<file path="src/rtl/sensor_ctrl_pkg.sv">
// Shared types and constants for the theremin sensor drive sequencer.
// Imported by the NCO sub-block and the top-level controller.
package sensor_ctrl_pkg;

  typedef enum logic [1:0] {
    IDLE    = 2'd0,
    SETTLE  = 2'd1,
    MEASURE = 2'd2
  } state_t;

  localparam int LANES    = 8;
  localparam int MIN_HALF = 4;
  localparam int POPW     = $clog2(LANES + 1);

  function automatic logic [POPW-1:0] popcount(
    input logic [LANES-1:0] v
  );
    logic [POPW-1:0] n;
    n = '0;
    for (int i = 0; i < LANES; i++) begin
      n = n + POPW'(v[i]);
    end
    return n;
  endfunction

endpackage

</file>
<file path="src/rtl/sensor_drive_nco.sv">
// Square-wave phase generator: 8 serial lanes per parallel word,
// plus the half-period config holding register and apply logic.
module sensor_drive_nco
  import sensor_ctrl_pkg::*;
#(
  parameter int PW         = 12,
  parameter int RESET_HALF = 64
) (
  input  logic             clk,
  input  logic             rst,
  input  logic             run,
  input  logic             idle,
  input  logic             cfg_valid,
  input  logic [PW-1:0]    cfg_half,
  output logic             cfg_ready,
  output logic [LANES-1:0] drive,
  output logic             wrap,
  output logic             apply
);

  localparam int CW = PW + 2;

  logic [PW-1:0]    half_q;
  logic [PW-1:0]    pend_q;
  logic             pend_v;
  logic [CW-1:0]    pos_q;
  logic [CW-1:0]    period;
  logic [CW-1:0]    pos_adv;
  logic [CW-1:0]    p;
  logic [LANES-1:0] lanes;

  // Below MIN_HALF a word could span two period wraps.
  function automatic logic [PW-1:0] clamp(
    input logic [PW-1:0] h
  );
    return (h < PW'(MIN_HALF)) ? PW'(MIN_HALF) : h;
  endfunction

  assign cfg_ready = !pend_v;
  assign period    = {1'b0, half_q, 1'b0};
  assign pos_adv   = pos_q + CW'(LANES);
  assign wrap      = run && (pos_adv >= period);
  assign apply     = pend_v && (idle || wrap);

  always_comb begin
    lanes = '0;
    p     = '0;
    for (int i = 0; i < LANES; i++) begin
      p = pos_q + CW'(i);
      if (p >= period) begin
        p = p - period;
      end
      lanes[i] = (p < {2'b00, half_q});
    end
  end

  always_ff @(posedge clk or posedge rst) begin
    if (rst) begin
      half_q <= PW'(RESET_HALF);
      pend_q <= '0;
      pend_v <= 1'b0;
      pos_q  <= '0;
      drive  <= '0;
    end else begin
      if (cfg_valid && !pend_v) begin
        pend_q <= cfg_half;
        pend_v <= 1'b1;
      end
      if (apply) begin
        half_q <= clamp(pend_q);
        pend_v <= 1'b0;
      end
      if (!run) begin
        pos_q <= '0;
        drive <= '0;
      end else begin
        drive <= lanes;
        if (apply) begin
          pos_q <= '0;
        end else if (wrap) begin
          pos_q <= pos_adv - period;
        end else begin
          pos_q <= pos_adv;
        end
      end
    end
  end

endmodule

</file>
<file path="src/rtl/sensor_drive_ctrl.sv">
// Sensor AFE sequencer: lock sync, IDLE/SETTLE/MEASURE control and
// windowed ref-vs-sense mismatch accumulation.
module sensor_drive_ctrl
  import sensor_ctrl_pkg::*;
#(
  parameter int PW            = 12,
  parameter int RW            = 16,
  parameter int SETTLE_CYCLES = 256,
  parameter int WINDOW_CYCLES = 4096,
  parameter int RESET_HALF    = 64
) (
  input  logic          CLK,
  input  logic          RESET,
  input  logic          PLL_LOCK,
  input  logic          ENABLE,
  input  logic          CFG_VALID,
  input  logic [PW-1:0] CFG_HALF,
  output logic          CFG_READY,
  input  logic [7:0]    REF_IN,
  input  logic [7:0]    SENSE_IN,
  output logic [7:0]    DRIVE_OUT,
  output logic [RW-1:0] RESULT,
  output logic          RESULT_VALID,
  output logic [1:0]    STATE
);

  localparam int SCW =
    (SETTLE_CYCLES > 1) ? $clog2(SETTLE_CYCLES) : 1;
  localparam int WCW =
    (WINDOW_CYCLES > 1) ? $clog2(WINDOW_CYCLES) : 1;

  logic [1:0]       lock_ff;
  logic             sync_lock;
  logic             abort;
  state_t           state_q;
  state_t           state_d;
  logic [SCW-1:0]   settle_cnt;
  logic [WCW-1:0]   win_cnt;
  logic [RW-1:0]    acc_q;
  logic [RW-1:0]    sum;
  logic [RW-1:0]    result_q;
  logic             valid_q;
  logic [LANES-1:0] ref_q;
  logic [LANES-1:0] sense_q;
  logic [POPW-1:0]  pop;
  logic             run;
  logic             idle;
  logic             nco_wrap;
  logic             nco_apply;
  logic             restart;
  logic             settle_done;
  logic             win_done;

  assign sync_lock = lock_ff[1];
  assign abort     = !sync_lock || !ENABLE;
  assign idle      = (state_q == IDLE);
  assign run       = !idle && !abort;
  // A config applied at a period wrap restarts the settle phase.
  assign restart   = nco_apply && nco_wrap;

  assign pop = popcount(ref_q ^ sense_q);
  assign sum = acc_q + RW'(pop);

  assign settle_done = (state_q == SETTLE) &&
    (settle_cnt == SCW'(SETTLE_CYCLES - 1));
  assign win_done = (state_q == MEASURE) &&
    (win_cnt == WCW'(WINDOW_CYCLES - 1));

  assign STATE        = state_q;
  assign RESULT       = result_q;
  assign RESULT_VALID = valid_q;

  sensor_drive_nco #(
    .PW         (PW),
    .RESET_HALF (RESET_HALF)
  ) u_nco (
    .clk       (CLK),
    .rst       (RESET),
    .run       (run),
    .idle      (idle),
    .cfg_valid (CFG_VALID),
    .cfg_half  (CFG_HALF),
    .cfg_ready (CFG_READY),
    .drive     (DRIVE_OUT),
    .wrap      (nco_wrap),
    .apply     (nco_apply)
  );

  always_ff @(posedge CLK or posedge RESET) begin
    if (RESET) begin
      lock_ff <= '0;
    end else begin
      lock_ff <= {lock_ff[0], PLL_LOCK};
    end
  end

  always_comb begin
    state_d = state_q;
    unique case (state_q)
      IDLE:    if (!abort) state_d = SETTLE;
      SETTLE:  if (settle_done) state_d = MEASURE;
      MEASURE: state_d = MEASURE;
      default: state_d = IDLE;
    endcase
    if (restart) begin
      state_d = SETTLE;
    end
    if (abort) begin
      state_d = IDLE;
    end
  end

  always_ff @(posedge CLK or posedge RESET) begin
    if (RESET) begin
      state_q <= IDLE;
    end else begin
      state_q <= state_d;
    end
  end

  always_ff @(posedge CLK or posedge RESET) begin
    if (RESET) begin
      settle_cnt <= '0;
      win_cnt    <= '0;
      acc_q      <= '0;
      result_q   <= '0;
      valid_q    <= 1'b0;
      ref_q      <= '0;
      sense_q    <= '0;
    end else begin
      ref_q   <= REF_IN;
      sense_q <= SENSE_IN;
      valid_q <= 1'b0;
      if (state_q == SETTLE && state_d == SETTLE && !restart) begin
        settle_cnt <= settle_cnt + SCW'(1);
      end else begin
        settle_cnt <= '0;
      end
      // Window end still reports if a config restart coincides.
      if (win_done && !abort) begin
        result_q <= sum;
        valid_q  <= 1'b1;
      end
      if (state_q == MEASURE && state_d == MEASURE && !win_done) begin
        acc_q   <= sum;
        win_cnt <= win_cnt + WCW'(1);
      end else begin
        acc_q   <= '0;
        win_cnt <= '0;
      end
    end
  end

endmodule

</file>
<file path="config.mk">
export PLATFORM = sky130hd
export DESIGN_NAME = sensor_drive_ctrl
export DESIGN_NICKNAME = d
export VERILOG_FILES = /design/src/rtl/sensor_ctrl_pkg.sv /design/src/rtl/sensor_drive_nco.sv /design/src/rtl/sensor_drive_ctrl.sv
export SDC_FILE = /design/constraint.sdc
export NUM_CORES = 1
export LEC_CHECK = 0
export BUFFER_PORTS_ARGS = -buffer_cell sky130_fd_sc_hd__buf_2
export CORE_MARGIN = 2
export CORE_UTILIZATION = 40
export CTS_BUF_LIST = sky130_fd_sc_hd__clkbuf_16
export DETAILED_ROUTE_END_ITERATION = 6
export SYNTH_ARGS = -nofsm -noshare
export SYNTH_HDL_FRONTEND = slang
export SYNTH_SLANG_ARGS = --single-unit
</file>
<file path="constraint.sdc">
create_clock -name CLK -period 7.4 [get_ports CLK]
set_input_delay 0.74 -clock CLK [delete_from_list [all_inputs] [get_ports CLK]]
set_output_delay 0.74 -clock CLK [all_outputs]
set_load 0.005 [all_outputs]
</file>
Yosys cells after proc, flatten, opt, wreduce, memory -nomap -nowiden
Cells that the tools add are included.
Widths: inputs -> output; s select.
{ "classes": {"add_sub_neg": 27, "magnitude_cmp": 18, "n_eq_ne": 6, "n_mux": 23, "bitwise": 1, "reduce_logical": 23} }
{ "op_table": {"columns": ["op", "count"], "rows": [
  ["$mux 14", 11],
  ["$ge 14x13->1", 9],
  ["$sub 14x13->14", 9],
  ["$lt 14x12->1", 8],
  ["$add 14x3->14 const B", 4],
  ["$add 14x2->14 const B", 2],
  ["$mux 12", 2],
  ["$add 16x4->16", 1],
  ["$add 4x1->4", 4],
  ["$mux 16", 1],
  ["$mux 8", 2],
  ["$add 14x1->14 const B", 1],
  ["$add 14x4->14 const B", 1],
  ["$add 12x1->12 const B", 1],
  ["$eq 12x12->1 const B", 1],
  ["$logic_and 1x1->1", 12],
  ["$lt 12x3->1 const B", 1],
  ["$add 8x1->8 const B", 1],
  ["$eq 8x8->1 const B", 1],
  ["$xor 8x8->8", 1],
  ["$logic_not 1->1", 7],
  ["$mux 2", 3],
  ["$pmux 2 s3", 1],
  ["$add 3x1->4", 1],
  ["8 further kinds", 13]
]} }
{ "word_totals": {"reg_bits": 120, "out_inout_bits": 28, "elab_cells": 112} }

Depth between registers and ports, before layout
Gate-level depths: netlist of run 1.
{ "logic_depth": {"word_depth": 14, "depth_mapped": 23, "ltp_nobuf": 22} }

Cells and area by module
From an unflattened synthesis of run 1, not the netlist that was laid out.
{ "unflattened": {"hier_cells": 1613, "hier_area_um2": 13716.9} }
{ "by_module_without_submodules": {"columns": ["module", "instances", "cells_per_inst", "area_per_inst_um2"], "rows": [
  ["sensor_drive_nco", 1, 1340, 10623.9],
  ["sensor_drive_ctrl", 1, 273, 3093.0]
]} }

Worst setup path before layout of run 1
Ideal clock, no wire load.
{ "synth_path": {"path_type": "reg-to-reg", "from": "reg u_nco.pos_q[2]", "to": "reg u_nco.drive[3]", "setup_time_ps": 104, "t_arrival_ps": 5086, "required_ps": 7296, "path_slack_ps": 2211, "stages_incl_launch_ff": 23, "path_buffers": 2, "period_less_slack_ps": 5189, "path_cell_list": "dfrtp_1 ha_1 clkbuf_1 nand2_1 nor2_1 xnor2_1 inv_1 ha_1 o21a_1 o21a_1 nor2_1 a2111oi_1 o21a_1 or2_1 buf_2 mux2_1 ha_1 a2111oi_0 a21oi_1 a211oi_1 o21ai_0 a211o_1 a221oi_1"} }
{ "synth_via": {"elab_chain_len": 5} }
{ "synth_lines": {"columns": ["item", "line", "source"], "rows": [
  ["start, declared", "sensor_drive_nco.sv:26", "logic [CW-1:0] pos_q;"],
  ["start signal, assigned", "sensor_drive_nco.sv:81", "pos_q <= pos_adv - period;"],
  ["start signal, assigned", "sensor_drive_nco.sv:83", "pos_q <= pos_adv;"],
  ["$add 14x2->14 *", "sensor_drive_nco.sv:49", "p = pos_q + CW'(i);"],
  ["$sub 14x13->14 or $ge 14x13->1 (tied branches)", "sensor_drive_nco.sv:51, sensor_drive_nco.sv:50", null],
  ["$mux 14 *", "sensor_drive_nco.sv:50", "if (p >= period) begin"],
  ["$lt 14x12->1 *", "sensor_drive_nco.sv:53", "lanes[i] = (p < {2'b00, half_q});"],
  ["$mux 8 *", "sensor_drive_nco.sv:73", "if (!run) begin"],
  ["end signal, assigned", "sensor_drive_nco.sv:77", "drive <= lanes;"],
  ["end, declared", "sensor_drive_nco.sv:16", "output logic [LANES-1:0] drive,"]
]} }
Every way passes the cells marked *; elsewhere a longest branch is shown, timed or not.
A chain may end at the register's enable or synchronous reset.

Final worst setup path of run 1
{ "layout_path": {"from": "reg u_nco.pos_q[4]", "to": "reg u_nco.drive[3]"} }
The elaborated chain is that of the path after synthesis.

==> key figures, run 1 <==
Status
  – Status: finished, final reports clean

CTS
  – TritonCTS buffer count: 17
  – Clk_lat worst skew: 0.44 ns
  – Clock sinks: 119
  – Resize count post-CTS: 0
  – CTS tree: done
  – CTS H-Tree Depth: 4
  – Clk slew on worst S/H paths: 0.08 ns
  – Post-CTS setup buffer count: 0
  – Hold-fix buffers, CTS: 0
  – CTS Buffer Depth: 2
  – Clock Root Buffer: clkbuf_16

Logic synthesis
  – EDFF count, synth: 0
  – Most area-hungry cell type in the Yosys netlist: dfrtp_1
  – Cell variety after synth: 84
  – Syn nets: 1831
  – Part of the Yosys area used for sequential elements: 21.8%
  – Mapped Cells: 1581
  – Synth Area per Inst: 8.63 um^2
  – Synthesized cell area: 0.0137 mm^2
  – Ys Warns: 0
  – #FFs+latches synth: 119
  – Top cells by area, synth: dfrtp_1, ha_1, xnor2_1
  – Async S/R FF share, synth: 100%
  – Post-synth top area share: 21.6%
  – Main synth FF type: dfrtp_1

Setup path
  – Worst path cell trace: ha_1 -> nand2_2 -> nor2_1 -> nand2_1 -> xor2_1 -> inv_1 -> ha_1 -> o21a_1 -> o21a_1 -> nor2_1 -> a2111oi_1 -> o21a_1 -> or2_1 -> mux2_1 -> ha_1 -> a2111oi_0 -> a21oi_1 -> a211oi_1 -> o21ai_0 -> a211o_1 -> a221oi_1
  – Largest stage delay, worst path: 0.72 ns
  – Crit path DAT: 6.69 ns
  – Setup crit start kind: flop
  – Setup crit end kind: flop
  – WP data required: 7.74 ns
  – Crit path kind: reg -> reg
  – Slowest cell on the critical path: dfrtp_1
  – Crit path max fanout: 13

STA
  – Slew headroom: 28.0%
  – Setup TNS: 0 ns
  – Max Clock Skew: 0.0193 ns
  – Final Slew Violations: 0
  – Post-layout minimum cycle time: 6.35 ns
  – Setup-failing EPs final: 0
  – Final Hold Violating Endpoints: 0
  – FMAX: 0.157 GHz
  – RSZ-0062 raised after global routing: false
  – Slew @ Worst Pin: 1.08 ns
  – Fin crit share: 85.9%
  – Setup WS post-layout: 1.05 ns

Global routing
  – All-layer global routing usage: 20.8%
  – GRT Residual Overflow: 0
  – Vias in the first global route: 11631
  – First-pass GRT wire length: 59.6 mm
  – Pin count of the biggest net entering global routing: 73
  – Antenna violations before repair: 1

Floorplan
  – Die X: 189 um
  – Row Count: 67
  – I/O Pins: 61
  – Die area: 0.0356 mm^2
  – Die H: 189 um
  – Initial Util: 40.7%
  – Placeable Area: 0.0335 mm^2

Flow run
  – Max cap viols: 0

Hold path
  – HP Class: in -> async

Finish
  – Layout area overhead: 10.1%
  – Non-filler cells, final: 2090
  – Core Util, Final: 44.8%
  – Commonest non-fill, non-tap cell in the layout: ha_1
  – Fillers: 3338
  – Footprint of the multi-input gates: 0.0101 mm^2
  – FF+latch area: 0.00298 mm^2
  – Share of cells above drive strength 1: 9.75%
  – Most frequent cells in the layout: ha_1, nor2_1, dfrtp_1
  – Fin nets: 1878

Placement
  – Buffers on Ports: 60
  – Placed instance count: 2057
  – DPL Wire Length: 27.4 mm
  – Final Wtd Congestion: 0.934
  – Place WS: 1.23 ns

Pwr
  – P_leak: 0.00719 uW
  – Max IR drop VDD: 0.164 mV
  – Total Power: 3050 uW
  – Pwr dens: 203 mW/mm^2

Route
  – Drt pass-1 iters: 6
  – Routed Antenna Nets: 0
  – Via/cell ratio: 5.58
  – Initial drt markers: 694
  – Avg WL per Cell: 17.3 um
  – DRC errors left: 0
  – Final WL: 36.2 mm
  – Vias: 11662
-- routing by layer --
metal / part of all wire [%] / GRT usage, % / up-vias
met5: 0 / 0 / -
li1: - / - / 5819
met3: 3.9 / 2.42 / 58
met1: 46 / 27.2 / 5527
met4: 2.5 / 7.12 / 0
met2: 47 / 35.4 / 258
-- sequential cells by signal (all words and copies together), names as in the netlist --
name,flops
settle_cnt,8
RESULT_VALID,1
u_nco.pend_v,1
u_nco.half_q,12
u_nco.pend_q,12
u_nco.pos_q,13
lock_ff,2
STATE,2
ref_q,8
u_nco.drive,8
win_cnt,12
acc_q,16
sense_q,8
RESULT,16
-- kinds of logic after synthesis --
kind of cell    after synthesis  share of synthesized area (%)
simple gates                482                           17.7
xor+xnor                    150                           9.73
compound gates              391                           19.0
buf+inv                     132                           4.10
flops                       119                           21.8
fa+ha+maj                   217                           20.6
mux                          90                           7.07
-- final timing paths --
path / from / endpoint / slack, ns / depth (start not counted)
worst max-delay path: u_nco.pos_q[4] / u_nco.drive[3] / 1.05 / 21
max in group asynchronous: RESET / u_nco.half_q[0] / 5.63 / 3
worst min-delay path: RESET / u_nco.drive[3] / 0.37 / 2
worst min register to register: lock_ff[0] / lock_ff[1] / 0.37 / 0
min in group CLK: lock_ff[0] / lock_ff[1] / 0.37 / 0
worst max register to register: u_nco.pos_q[4] / u_nco.drive[3] / 1.05 / 21
-- power by group --
group | internal, uW | total [uW] | switching [uW]
clock | 476 | 845 | 369
combinational | 594 | 1480 | 885
sequential | 695 | 728 | 33.4
-- cells in the mapped netlist (all sizes together) (14+ instances only) --
cell	instances
nand3	33
a21o	27
ha	204
xor2	63
nor2	145
nand4	20
xnor2	87
nand2	111
dfrtp	118
o211ai	23
nor3	36
nand2b	26
inv	77
o31a	15
mux2i	39
nor2b	35
clkbuf	32
o21ai	97
a21oi	90
mux2	51
or3	14
buf	23
o21a	38
-- metrics by stage --
step	cell area (um^2)	hold WS [ns]
after floorplan	13700	0.331
after global placement	14400	0.364
after detailed placement	14400	0.357
after CTS	15000	0.371
after global routing	15000	0.375
final	15000	0.370
-- worst max-delay path: cells and delay by family (launching register included) --
kind	cells	cell delay [ns]
mux	1	0.37
compound gates	10	2.68
flops	1	0.72
buf+inv	1	0.09
simple gates	5	1.05
fa+ha+maj	3	1.04
xor+xnor	1	0.33
-- area by class of cell --
type                            count  share of cell area [%]
Timing Repair Buffer               83                    3.15
Tap cell                          448                    3.73
Inverter                           77                    1.94
Antenna cell                        1                  0.0167
Sequential cell                   119                    19.8
Multi-Input combinational cell   1330                    67.5
Clock inverter                     15                    1.04
Clock buffer                       17                    2.83
Power figures use the tool's default switching activity.
==> run 2, diff against run 1 <==
ABC_AREA = 1   (was not set)
==> run 2 against run 1 <==
Net effect: cell count is 20% higher; register-to-register slack gained 0.28 ns; utilization is 0.44 points lower; critical path type unchanged; largest cell class unchanged.
==> key figures, run 2 <==
Route
  – Initial drt markers: 771 (+11%)
  – Vias: 13262 (+14%)
  – DRC errors left: 0 (unchanged)
  – Avg WL per Cell: 16.3 um (-5.7%)
  – Via/cell ratio: 5.28 (-5.4%)
  – Routed Antenna Nets: 0 (unchanged)
  – Drt pass-1 iters: 5 (-1)
  – Final WL: 41.0 mm (+13%)

Floorplan
  – Row Count: 68 (+1.5%)
  – Placeable Area: 0.0345 mm^2 (+2.8%)
  – Die X: 191 um (+1.1%)
  – Initial Util: 40.5% (-0.16 points)
  – Die H: 191 um (+1.1%)
  – I/O Pins: 61 (unchanged)
  – Die area: 0.0364 mm^2 (+2.3%)

Pwr
  – Clock Power Share: 27.3% (-0.4 points)
  – Psw: 1360 uW (+5.8%)
  – P_int: 1670 uW (-5.5%)
  – Pwr dens: 198 mW/mm^2 (-2.4%)
  – Max IR drop VDD: 0.230 mV (+40%)
  – P_leak: 0.00808 uW (+12%)
  – Combinational fraction of design power: 49.0% (+0.5 points)
  – Total Power: 3030 uW (-0.71%)
  – Switching Share: 44.9% (+2.8 points)
  – Flop pwr share: 23.7% (-0.2 points)

STA
  – Fin crit share: 82.1% (-3.8 points)
  – FMAX: 0.165 GHz (+4.6%)
  – Max Clock Skew: 0.0231 ns (+0.00385 ns)
  – Setup-failing EPs final: 0 (unchanged)
  – Slew headroom: 28.8% (+0.77 points)
  – Slew @ Worst Pin: 1.07 ns (-0.0145 ns)
  – Final hold slack: 0.354 ns (-0.0161 ns)
  – Setup TNS: 0 ns (unchanged)
  – Final Hold Violating Endpoints: 0 (unchanged)
  – Post-layout minimum cycle time: 6.07 ns (-0.280 ns)
  – RSZ-0062 raised after global routing: false
  – Final Slew Violations: 0 (unchanged)

Setup path
  – CP top delay family: simple AND/OR/NAND/NOR gates
  – Reg2reg start: u_nco.pos_q[3]
  – FF-to-FF setup slack: 1.33 ns (+0.28 ns)
  – Critical R2R Capture: u_nco.drive[3]
  – Crit path max fanout: 23 (+10)
  – Crit path kind: reg -> reg
  – Setup crit end kind: flop
  – Crit path DAT: 6.45 ns (-0.24 ns)
  – Largest stage delay, worst path: 0.74 ns (+0.02 ns)
  – Slowest cell on the critical path: dfrtp_1
  – Worst R2R Path Depth: 25 (+19%)
  – WP data required: 7.77 ns (+0.03 ns)
  – Levels on crit path: 25 (+19%)
  – CP Buf/Inv Count: 2 (+1)
  – Setup crit start kind: flop

CTS
  – Resize count post-CTS: 0 (unchanged)
  – CTS tree: done
  – Clock sinks: 119 (unchanged)
  – Clock Root Buffer: clkbuf_16
  – TritonCTS buffer count: 17 (unchanged)
  – Post-CTS setup buffer count: 0 (unchanged)
  – Clk slew on worst S/H paths: 0.07 ns (about the same)
  – CTS H-Tree Depth: 4 (unchanged)
  – Clk_lat worst skew: 0.45 ns (about the same)
  – Hold-fix buffers, CTS: 0 (unchanged)
  – CTS Buffer Depth: 2 (unchanged)

Finish
  – Core Util, Final: 44.4% (-0.44 points)
  – Commonest non-fill, non-tap cell in the layout: nand2_1
  – Most frequent cells in the layout: nand2_1, inv_1, ha_1
  – Fin nets: 2294 (+22%)
  – Layout area overhead: 9.39%
  – Share of cells above drive strength 1: 8.02% (-1.7 points)

Logic synthesis
  – Cell variety after synth: 52 (-38%)
  – Async S/R FF share, synth: 100% (unchanged)
  – Count leader, synth: nand2_1
  – Most area-hungry cell type in the Yosys netlist: dfrtp_1
  – Syn nets: 2248 (+23%)
  – Main synth FF type: dfrtp_1
  – Synth Area per Inst: 6.99 um^2 (-19%)
  – Synthesized cell area: 0.0140 mm^2 (+2.4%)
  – Top cells by area, synth: dfrtp_1, ha_1, nand2_1
  – Part of the Yosys area used for sequential elements: 21.3% (-0.50 points)
  – Commonest cells in the netlist: nand2_1, inv_1, ha_1
  – #FFs+latches synth: 119 (unchanged)
  – Post-synth top area share: 21.1% (-0.50 points)
  – EDFF count, synth: 0 (unchanged)
  – Ys Warns: 0 (unchanged)
  – Mapped Cells: 1998 (+26%)

Hold path
  – Worst hold endpoint: lock_ff[1]
  – HP Class: reg -> reg
  – Hold Crit Start: lock_ff[0]
  – Hold depth: 0

Global routing
  – Antenna violations before repair: 3 (+2)
  – Pin count of the biggest net entering global routing: 68 (-6.8%)
  – GRT Residual Overflow: 0 (unchanged)
  – Vias in the first global route: 12821 (+10%)
  – All-layer global routing usage: 23.2% (+2.4 points)
  – First-pass GRT wire length: 66.3 mm (+11%)

Placement
  – Final Wtd Congestion: 0.944 (+1.1%)
  – DPL Wire Length: 31.0 mm (+13%)
  – Buffers on Ports: 60 (unchanged)

Status
  – Status: finished, final reports clean

Flow run
  – Max cap viols: 0 (unchanged)
## run 2: changes by cell type after synthesis, moves of 38 or more
cell / before / now
inv_1: 77 / 256
nand3_1: 33 / 106
a21oi_1: 89 / 139
mux2_1: 38 / 0
mux2i_1: 39 / 0
nand2_1: 110 / 442
xnor2_1: 85 / 34
o21ai_0: 78 / 178
## run 2: logic make-up after synthesis
logic type	after synthesis	synth area share (%)
AND/OR/NAND/NOR	825	25.8
buffers and inverters	304	8.49
multiplexers	11	0.887
adder cells (fa/ha/maj)	217	20.1
flip-flops	119	21.3
XOR/XNOR	130	8.15
AO/OA/AOI/OAI	392	15.2
## run 2: worst max path at each step
| stage | from | slack [ns] | end |
|---|---|---|---|
| 2_1_floorplan | u_nco.pos_q[3] | 3.23 | u_nco.drive[4] |
| 3_3_place_gp | u_nco.pos_q[3] | 1.63 | u_nco.drive[4] |
| 3_5_place_dp | u_nco.pos_q[3] | 1.60 | u_nco.drive[3] |
| 4_1_cts | u_nco.pos_q[3] | 1.58 | u_nco.drive[3] |
| 5_1_grt | u_nco.pos_q[3] | 0.84 | u_nco.drive[3] |
| 6_report | u_nco.pos_q[3] | 1.33 | u_nco.drive[3] |
## run 2: area by class of cell
| class | count | area (um^2) |
|---|---|---|
| Antenna cell | 1 | 2.50 |
| Clock buffer | 17 | 425 |
| Clock inverter | 15 | 141 |
| Fill cell | 3582 | 19200 |
| Inverter | 261 | 985 |
| Multi-Input combinational cell | 1575 | 9810 |
| Sequential cell | 119 | 2980 |
| Tap cell | 455 | 569 |
| Timing Repair Buffer | 70 | 375 |
## run 2: per-stage QoR
step | setup slack, ns | area (um^2) | std cells
floorplan | 3.23 | 14000 | 1998
global placement | 1.63 | 14700 | 2480
global route | 0.835 | 15300 | 2513
finish | 1.33 | 15300 | 2513
detailed placement | 1.60 | 14700 | 2480
CTS | 1.58 | 15300 | 2512
## run 2: power groups by stage
stage	clock network, uW	registers (uW)	logic, uW
after floorplan	0	725	1090
after global placement	0	729	1450
after detailed placement	0	730	1470
after CTS	848	718	1480
after global routing	873	721	1690
final	826	718	1490
## run 2: per-layer routing
| metal | vias to the layer above | track usage (%) | wire length [um] |
|---|---|---|---|
| li1 | 6737 | - | - |
| met1 | 6106 | 29.4 | 18300 |
| met2 | 329 | 39.4 | 19300 |
| met3 | 86 | 4.00 | 2070 |
| met4 | 4 | 8.44 | 1320 |
| met5 | - | 0 | 14 |
## run 2: worst register-to-register path: stages, from the launching register on
cell,delay (ns)
dfrtp_1,0.74
ha_1,0.57
nand2_1,0.22
nor4_1,0.41
nand3_1,0.29
o21ai_0,0.51
inv_1,0.20
ha_1,0.41
inv_1,0.08
o21ai_0,0.19
a21oi_1,0.06
nand3_1,0.12
nand2_1,0.10
nand2_1,0.54
nand3_1,0.14
o21ai_0,0.12
ha_1,0.29
a21oi_1,0.14
o21ai_0,0.09
o21ai_0,0.26
nand2_1,0.10
nand3_1,0.07
nand3_1,0.07
nor2_1,0.13
nand2_1,0.06
nor2_1,0.08
==> run 3, diff against run 2 <==
ABC_AREA = 0   (was 1)
clock period = 6.4 ns   (was 7.4 ns; I/O delays follow)
==> run 3 against run 2 <==
Net effect: sequential share of layout area rose by 0.19 points; global-route usage fell by 2.3 points; flip-flop and latch count did not move; maximum frequency rose by 5.2%; total power rose by 19%; utilization rose by 0.80 points; wire length fell by 11%; clock power rose by 27%; critical path depth fell by 7; clock skew barely moved; critical endpoint unchanged; largest cell class unchanged.
==> key figures, run 3 (synthesis results as in run 1) <==
Status
  – Status: finished, final reports clean

Setup path
  – Crit path DAT: 6.12 ns (-0.33 ns)
  – Worst path cell trace: nand4_4 -> nor2_1 -> nand3_1 -> xnor2_1 -> ha_1 -> o21a_1 -> nor2_1 -> a2111oi_1 -> o21a_1 -> or2_1 -> mux2_1 -> ha_1 -> a2111oi_0 -> a21oi_1 -> a211oi_1 -> o21ai_0 -> a211o_1 -> a221oi_1
  – Crit path kind: reg -> reg
  – CP Buf/Inv Count: 0 (-2)
  – Largest stage delay, worst path: 0.79 ns (+0.05 ns)
  – Setup crit start kind: flop
  – Levels on crit path: 18 (-28%)
  – CP top delay family: compound AO/OA/AOI/OAI gates
  – Crit path max fanout: 14 (-39%)
  – Setup crit end kind: flop
  – Slowest cell on the critical path: dfrtp_1
  – Worst R2R Path Depth: 18 (-28%)
  – WP data required: 6.74 ns (-1.03 ns)

Placement
  – Final Wtd Congestion: 0.924 (-2.1%)
  – Buffers on Ports: 60 (unchanged)
  – DPL Wire Length: 27.9 mm (-10%)

Global routing
  – First-pass GRT wire length: 59.7 mm (-10%)
  – Met3 usage: 2.85% (-1.2 points)
  – Global-route met1 utilization: 28.4% (-0.96 points)
  – Antenna violations before repair: 1 (-2)
  – Pin count of the biggest net entering global routing: 82 (+21%)
  – Vias in the first global route: 11450 (-11%)
  – All-layer global routing usage: 20.8% (-2.3 points)
  – Met2 usage: 34.5% (-4.8 points)
  – Busiest metal layer after global routing: met2
  – GRT Residual Overflow: 0 (unchanged)

Route
  – DRC errors left: 0 (unchanged)
  – Via/cell ratio: 5.56 (+5.4%)
  – Final WL: 36.5 mm (-11%)
  – Routed Antenna Nets: 0 (unchanged)
  – Vias: 11675 (-12%)
  – Avg WL per Cell: 17.4 um (+6.5%)
  – Drt pass-1 iters: 5 (unchanged)
  – Initial drt markers: 717 (-7.0%)

CTS
  – TritonCTS buffer count: 17 (unchanged)
  – CTS Buffer Depth: 2 (unchanged)
  – Clk_lat worst skew: 0.44 ns (about the same)
  – Clk slew on worst S/H paths: 0.08 ns (about the same)
  – Resize count post-CTS: 0 (unchanged)
  – Clock sinks: 119 (unchanged)
  – Clock Root Buffer: clkbuf_16
  – Post-CTS setup buffer count: 0 (unchanged)
  – CTS H-Tree Depth: 4 (unchanged)
  – CTS tree: done
  – Hold-fix buffers, CTS: 0 (unchanged)

Floorplan
  – Initial Util: 40.7% (+0.16 points)
  – Row Count: 67 (-1.5%)
  – Die X: 189 um (-1.1%)
  – I/O Pins: 61 (unchanged)
  – Die H: 189 um (-1.1%)
  – Die area: 0.0356 mm^2 (-2.3%)
  – Placeable Area: 0.0335 mm^2 (-2.7%)

STA
  – Slew headroom: 27.8% (-0.99 points)
  – Setup-failing EPs final: 0 (unchanged)
  – Slew @ Worst Pin: 1.08 ns (+0.0178 ns)
  – Max Clock Skew: 0.0232 ns (+0.000130 ns)
  – Fin crit share: 90.2% (+8.1 points)
  – Final Hold Violating Endpoints: 0 (unchanged)
  – Setup TNS: 0 ns (unchanged)
  – FMAX: 0.173 GHz (+5.2%)
  – Post-layout minimum cycle time: 5.77 ns (-0.300 ns)
  – RSZ-0062 raised after global routing: false
  – Final Slew Violations: 0 (unchanged)

Pwr
  – Total Power: 3620 uW (+19%)
  – Pwr dens: 239 mW/mm^2 (+21%)
  – P_leak: 0.00727 uW (-10%)
  – Max IR drop VDD: 0.186 mV (-19%)

Finish
  – Fin nets: 1888 (-18%)
  – Most frequent cells in the layout: ha_1, nor2_1, dfrtp_1
  – Layout area overhead: 10.9%
  – Share of cells above drive strength 1: 10.2% (+2.2 points)
  – Antenna Cells: 0 (-1)
  – Commonest non-fill, non-tap cell in the layout: ha_1

Hold path
  – HP Class: in -> async

Flow run
  – Max cap viols: 0 (unchanged)
run 3: final cells by class:
class | instances | area (um^2)
inverters | 77 | 292
repair buffers | 93 | 548
multi-input cells | 1330 | 10100
fillers | 3322 | 18400
well taps | 448 | 561
clock buffers | 17 | 425
flip-flops and latches | 119 | 2980
clock inverters | 15 | 201
run 3: worst paths after layout:
check | start | to | slack (ns)
worst min register to register | lock_ff[0] | lock_ff[1] | 0.38
max in group asynchronous | RESET | u_nco.half_q[0] | 4.65
worst max-delay path | u_nco.pos_q[7] | u_nco.drive[3] | 0.63
worst max register to register | u_nco.pos_q[7] | u_nco.drive[3] | 0.63
worst min-delay path | RESET | u_nco.drive[6] | 0.26
min in group CLK | REF_IN[4] | ref_q[4] | 0.32
run 3: layer usage:
| layer | part of all wire (%) | wire length (um) |
|---|---|---|
| met1 | 48 | 17500 |
| met2 | 46 | 16900 |
| met3 | 4.1 | 1510 |
| met4 | 1.6 | 579 |
| met5 | 0 | 0 |
run 3: per-stage QoR:
stage               worst slack (ns)  hold WS (ns)  area [um^2]  instances  utilization, %
floorplan                       1.21         0.331        13700       1581               -
global placement               0.806         0.360        14500       2067            43.3
detailed placement             0.668         0.378        14500       2067            43.3
CTS                            0.628         0.282        15100       2099            45.2
global route                   0.136         0.299        15100       2099            45.2
finish                         0.626         0.262        15100       2099            45.2
run 3: where the power goes:
group,switching [uW],internal (uW),leakage (uW)
registers,37.9,804,0.00156
clock network,400,653,0.000301
logic,1030,692,0.00541
total,1470,2150,0.00727
